===== src/rtl/serdes_pkg.sv =====
// Shared definitions for the shift-based serial path: receiver FSM states
// and the bit-order encoding used by both the serializer and deserializer.
package serdes_pkg;

    typedef enum logic {
        IDLE  = 1'b0,
        SHIFT = 1'b1
    } state_t;

    localparam logic DIR_LSB_FIRST = 1'b0;
    localparam logic DIR_MSB_FIRST = 1'b1;

endpackage : serdes_pkg


===== src/rtl/deser_out_reg.sv =====
// One-entry holding register between the deserializer and its consumer.
// Valid/ready: a word transfers on any rising edge where o_valid & i_ready.
module deser_out_reg #(
    parameter int WIDTH = 4
) (
    input  logic             clk,
    input  logic             rst_n,
    input  logic             i_load,
    input  logic [WIDTH-1:0] i_data,
    input  logic             i_ready,
    output logic [WIDTH-1:0] o_data,
    output logic             o_valid,
    output logic             o_overrun
);

    logic [WIDTH-1:0] r_data;
    logic             r_valid;
    logic             r_overrun;
    logic             w_accept;
    logic             w_drain;

    // A new word may enter when the slot is empty or is being emptied this cycle.
    assign w_accept = i_load & (~r_valid | i_ready);
    assign w_drain  = r_valid & i_ready;

    always_ff @(posedge clk or negedge rst_n) begin
        if (!rst_n) begin
            r_data    <= '0;
            r_valid   <= 1'b0;
            r_overrun <= 1'b0;
        end else begin
            r_overrun <= i_load & r_valid & ~i_ready;
            if (w_accept) begin
                r_data  <= i_data;
                r_valid <= 1'b1;
            end else if (w_drain) begin
                r_valid <= 1'b0;
            end
        end
    end

    assign o_data    = r_data;
    assign o_valid   = r_valid;
    assign o_overrun = r_overrun;

endmodule : deser_out_reg


===== src/rtl/serial_deserializer.sv =====
// Serial-to-parallel receiver: assembles WIDTH-bit words MSB- or LSB-first
// and hands them to a one-entry valid/ready output register.
module serial_deserializer
    import serdes_pkg::*;
#(
    parameter int WIDTH = 4
) (
    input  logic             clk,
    input  logic             rst_n,
    input  logic             sin,
    input  logic             sin_valid,
    input  logic             msb_first,
    output logic [WIDTH-1:0] out_data,
    output logic             out_valid,
    input  logic             out_ready,
    output logic             busy,
    output logic             overrun
);

    localparam int CW = $clog2(WIDTH);

    state_t           r_state;
    state_t           w_state_next;
    logic [WIDTH-1:0] r_sr;
    logic [WIDTH-1:0] w_sr_next;
    logic [CW-1:0]    r_count;
    logic             r_dir;
    logic             w_dir_eff;
    logic             w_last_bit;
    logic             w_complete;

    // The first bit of a word uses the live msb_first; later bits use the latched copy.
    assign w_dir_eff  = (r_state == IDLE) ? msb_first : r_dir;
    assign w_sr_next  = (w_dir_eff == DIR_MSB_FIRST) ? {r_sr[WIDTH-2:0], sin}
                                                     : {sin, r_sr[WIDTH-1:1]};
    assign w_last_bit = (r_count == CW'(WIDTH - 1));
    assign w_complete = (r_state == SHIFT) & sin_valid & w_last_bit;

    always_ff @(posedge clk or negedge rst_n) begin
        if (!rst_n) begin
            r_state <= IDLE;
        end else begin
            r_state <= w_state_next;
        end
    end

    always_comb begin
        w_state_next = r_state;
        case (r_state)
            IDLE: begin
                if (sin_valid) begin
                    w_state_next = SHIFT;
                end
            end
            SHIFT: begin
                if (w_complete) begin
                    w_state_next = IDLE;
                end
            end
            default: w_state_next = IDLE;
        endcase
    end

    always_comb begin
        busy = (r_state == SHIFT);
    end

    always_ff @(posedge clk or negedge rst_n) begin
        if (!rst_n) begin
            r_sr    <= '0;
            r_count <= '0;
            r_dir   <= DIR_LSB_FIRST;
        end else if (sin_valid) begin
            r_sr <= w_sr_next;
            if (r_state == IDLE) begin
                r_dir   <= msb_first;
                r_count <= CW'(1);
            end else if (w_last_bit) begin
                r_count <= '0;
            end else begin
                r_count <= r_count + CW'(1);
            end
        end
    end

    deser_out_reg #(
        .WIDTH (WIDTH)
    ) u_out_reg (
        .clk       (clk),
        .rst_n     (rst_n),
        .i_load    (w_complete),
        .i_data    (w_sr_next),
        .i_ready   (out_ready),
        .o_data    (out_data),
        .o_valid   (out_valid),
        .o_overrun (overrun)
    );

endmodule : serial_deserializer


===== config.mk =====
export PLATFORM = sky130hd
export DESIGN_NAME = serial_deserializer
export DESIGN_NICKNAME = d
export VERILOG_FILES = /design/src/rtl/serdes_pkg.sv /design/src/rtl/deser_out_reg.sv /design/src/rtl/serial_deserializer.sv
export SDC_FILE = /design/constraint.sdc
export NUM_CORES = 1
export LEC_CHECK = 0
export ABC_AREA = 1
export ABC_CLOCK_PERIOD_IN_PS = 1300
export CAP_MARGIN = 20
export CORE_MARGIN = 3
export CORE_UTILIZATION = 48
export DETAILED_ROUTE_END_ITERATION = 10
export GPL_ROUTABILITY_DRIVEN = 0
export PLACE_DENSITY = 0.75
export SLEW_MARGIN = 15
export SYNTH_ARGS = -nofsm -noshare
export SYNTH_HDL_FRONTEND = slang
export SYNTH_SLANG_ARGS = --single-unit

===== constraint.sdc =====
create_clock -name clk -period 1.3 [get_ports clk]
set_input_delay 0.195 -clock clk [delete_from_list [all_inputs] [get_ports clk]]
set_output_delay 0.195 -clock clk [all_outputs]
set_load 0.02 [all_outputs]

# [Word level (Yosys, flattened, before mapping)]
# Index checks and enable logic that the tools add are counted.
[totals] regBits=14 input_bits=6 output_inout_bits=7 elab_cells=29
[classes] n_addsub=1 n_eq_ne=1 mux=9 bitwise_logic=10 n_reduce_logical=1
[op_table] operator="$and A1 B1 Y1" count=6
[op_table] operator="$mux W1" count=5
[op_table] operator="$mux W2" count=2
[op_table] operator="$mux W4" count=1
[op_table] operator="$not A1 Y1" count=3
[op_table] operator="$add A2 B1 Y2 const B" count=1
[op_table] operator="$eq A2 B2 Y1 const B" count=1
[op_table] operator="$pmux W1 S2" count=1
[op_table] operator="$reduce_bool A2 Y1" count=1
[op_table] operator="$or A1 B1 Y1" count=1

# [Logic depth before layout (Yosys ltp)]
[logic_depth] depth_word=4 depth_mapped=6 ltp_nobuf=6

# [By module]
# Synthesis repeated with hierarchy kept, for this count alone.
[unflattened] hier_cells=84 area_unflattened_um2=670.6
[modules_own_cells] mod="serial_deserializer" n_inst=1 cells_per_inst=60 area_per_inst_um2=442.9 seq_area_each_um2=200.2
[modules_own_cells] mod="deser_out_reg" n_inst=1 cells_per_inst=24 area_per_inst_um2=227.7 seq_area_each_um2=150.1

# [Least setup slack after synthesis]
# Ideal clock, no wire load.
[synth_path] path_kind="register to register" from="register r_state (netlist: busy)" to="register u_out_reg.r_data[0] (netlist: u_out_reg.o_data[0])" setup_ns=0.117 arrival_time_ns=0.974 t_required_ns=1.183 slack_ns=0.209 path_stages_with_launch=6 n_path_buf=0 period_less_slack_ns=1.091 path_cell_list="dfrtp_1 > nand3_2 > nor2_4 > inv_2 > nand2_1 > nand2_1"
[synth_between] elab_chain_len=3 word_cells_on_any_way=5 cone_classes="mux (2); bitwise (3)"
[synth_rtl] item="start: declaration" line_no="serial_deserializer.sv:22" source="state_t r_state;"
[synth_rtl] item="start signal: assignment" line_no="serial_deserializer.sv:43" source="r_state <= w_state_next;"
[synth_rtl] item="$and A1 B1 Y1 (2 in a row)" line_no="serial_deserializer.sv:37" source="assign w_complete = (r_state == SHIFT) & sin_valid & w_last_bit;"
[synth_rtl] item="$and A1 B1 Y1" line_no="deser_out_reg.sv:23" source="assign w_accept = i_load & (~r_valid | i_ready);"
[synth_rtl] item="end signal: assignment" line_no="deser_out_reg.sv:34" source="r_data <= i_data;"
[synth_rtl] item="end: declaration" line_no="deser_out_reg.sv:16" source="logic [WIDTH-1:0] r_data;"
# Parallel ways exist; a longest one is shown, timed or not.
# A chain may end at the register's enable or synchronous reset.

# [Final worst setup path]
[layout_path] from="register r_state (netlist: busy)" to="output port busy"
[layout_lines] item="end: declaration" line_no="serial_deserializer.sv:16" source="output logic busy,"
# No word-level cell between the ends.

==> summary.txt <==
Status -> completed
IO Port Bufs -> 12
Ports -> 13
Total iterations of the first detailed-routing run -> 4
Pin count of the biggest net entering global routing -> 15
Multi-input combinational cell area -> 249 sq um
Lkg Pwr -> 0.470 nW
Post-DP HPWL -> 966 um
Number of global-route vias before repair -> 517
# H-tree levels -> 1
Cell variety after synth -> 12
#FFs+latches synth -> 14
DR iter-0 viols -> 16
Top-count cell post-synth -> nand2_1
CTS tree -> done
Clock transition at path regs -> 0.09 ns
GRT Resource Usage Total -> 0.162
Number of synthesized flops with an enable pin -> 0
Delay-heaviest family, CP -> flip-flops
Required @ worst endpoint -> 1.11 ns
Largest family of logic cells by synthesized area -> simple AND/OR/NAND/NOR gates
Clock Root Buffer -> clkbuf_4
Synthesis-to-layout area growth -> 29.1%
Register area share after synthesis -> 0.536
Post-CTS Setup Bufs -> 0
Chip width -> 42.9 um
N_diodes -> 0
Syn nets -> 87
Simple-gate share of the synthesized area -> 0.339
Die height -> 42.9 um
Clock Sinks -> 14
Max cap viols -> 0
Post-Syn Instances -> 80
Row count -> 12
Crit-path slowest cell -> dfrtp_1
Synthesized area -> 653 sq um
Largest stage delay on the critical path -> 0.39 ns
Pre-CTS worst setup slack -> 0.0650 ns
Synth Area in Compound Gates -> 0.0230
Crit path kind -> flip-flop to output pin
Critical Path End Type -> output pin
Number of remaining DRC errors -> 0
Skew-Pair Late Insertion Delay -> 0.29 ns
Die area -> 1840 sq um
Fin Setup TNS -> 0 ns
Post-synthesis xor/xnor area fraction -> 0
Setup slack, reg-to-reg -> 0.18 ns
VDD IR max -> 1.13 mV
Final Hold Viols -> 0
First-pass GRT wire length -> 2210 um
Min-delay worst type -> input pin to asynchronous set/reset pin
Critical path launch point type -> flip-flop
Minimum clock period -> 1.20 ns
Period utilization -> 0.924
Worst-path cell chain -> dlygate4sd2_1
Syn Area/Cell -> 8.16 sq um
Share of the synthesized area in the top cell type -> 0.536
Commonest register cell after synthesis -> dfrtp_1
Routed WL per cell -> 11.9 um
Fmax -> 0.832 GHz
FF-to-FF Start -> r_count[0]
Final setup vio count -> 0
Critical path fanouts, max -> 2
Initial Utilization -> 0.551
Relative slew slack -> 0.818
Yosys top cell by area -> dfrtp_1
Antenna violations before repair -> 0
Critical Path AT -> 1.01 ns
Core footprint -> 1190 sq um
DR vias -> 574
Critical Path Start -> busy
Routed WL -> 1350 um
Top post-synthesis cells by area -> dfrtp_1 (54%), nand3_1 (14%), nand2_1 (13%)
Bufs on Longest Clock Path -> 2
Synth async-reset ratio -> 1.00
Final Net Count -> 107
Post-synthesis mux area share -> 0
Detail Route Antenna Nets -> 0
Reg area -> 350 sq um
Worst clock skew -> 0.00292 ns
Pwr dens -> 2200 nW/um^2
RSZ-0062 raised after global routing -> false
Yosys warnings -> 0
Via density per instance -> 5.08
Final max-slew violation count -> 0
Worst Path Buf+Inv -> 1
Synth Area in Adders -> 0.0192
CTS Buf Count -> 3
Share of cells above drive strength 1 -> 0.131
Synth cell count leaders -> nand2_1 (23), nand3_1 (18), dfrtp_1 (14)
Gr ovfl total -> 0
# fillers -> 106
Setup WS post-layout -> 0.0985 ns
Actual slew at the worst max-slew pin -> 0.272 ns
==> path summary, 6_finish.rpt <==
path | to | cells after the start
hold reg to reg | u_out_reg.o_data[1] | 2
min in group clk | u_out_reg.o_data[1] | 2
max in group asynchronous | r_sr[3] | 2
setup / recovery | busy | 1
setup reg to reg | u_out_reg.o_data[2] | 6
hold / removal | busy | 2
==> area by class of cell <==
| cell class | count | share of cell area |
|---|---|---|
| well taps | 14 | 0.0208 |
| clock buffers | 4 | 0.0430 |
| flip-flops and latches | 14 | 0.415 |
| repair buffers | 16 | 0.168 |
| inverters | 13 | 0.0579 |
| multi-input cells | 52 | 0.295 |
==> repair_timing <==
item                       CTS  global route
setup endpoints to repair    7             0
gates resized for setup      7             0
hold buffers                 0             0
==> metrics by stage <==
step	hold WS, ns	utilization	power, W	std cells	cell area [sq um]
after floorplan	-0.101	-	0.00126	80	653
after global placement	0.463	0.688	0.00155	109	816
after detailed placement	0.471	0.688	0.00158	109	816
after CTS	0.220	0.711	0.00185	113	843
after global routing	0.237	0.711	0.00199	113	843
final	0.205	0.711	0.00185	113	843
==> power breakdown <==
group          internal [W]  switching [W]
clock              0.000171       0.000153
sequential         0.000617      0.0000954
combinational      0.000305       0.000513
total               0.00109       0.000762
==> cell families after synthesis <==
group	Yosys count
AND/OR/NAND/NOR	48
buffers and inverters	14
flip-flops	14
AO/OA/AOI/OAI	3
adder cells (fa/ha/maj)	1
==> registers in the layout (all words and copies together) (netlist names) <==
signal               flops
r_sr                     4
u_out_reg.o_data         4
r_dir                    1
r_count                  2
u_out_reg.o_valid        1
busy                     1
u_out_reg.o_overrun      1
==> layer usage <==
layer,up-vias,GRT usage,share of wire
met3,3,0.0254,0.068
met4,0,0.0932,0.020
li1,289,-,-
met1,253,0.221,0.45
met5,-,0,0
met2,29,0.240,0.46
==> cell usage in the layout, fill, tap and decap left out, types with 2 or more instances in the layout <==
cell             count
inv_1               12
dfrtp_1             14
nand2_2              2
dlygate4sd2_1        7
nor2_1               3
clkdlybuf4s50_1      5
buf_4                4
o21ai_0              3
nand2_1             23
nand3_1             18
clkbuf_4             3
(Power assumes the default switching activity.)
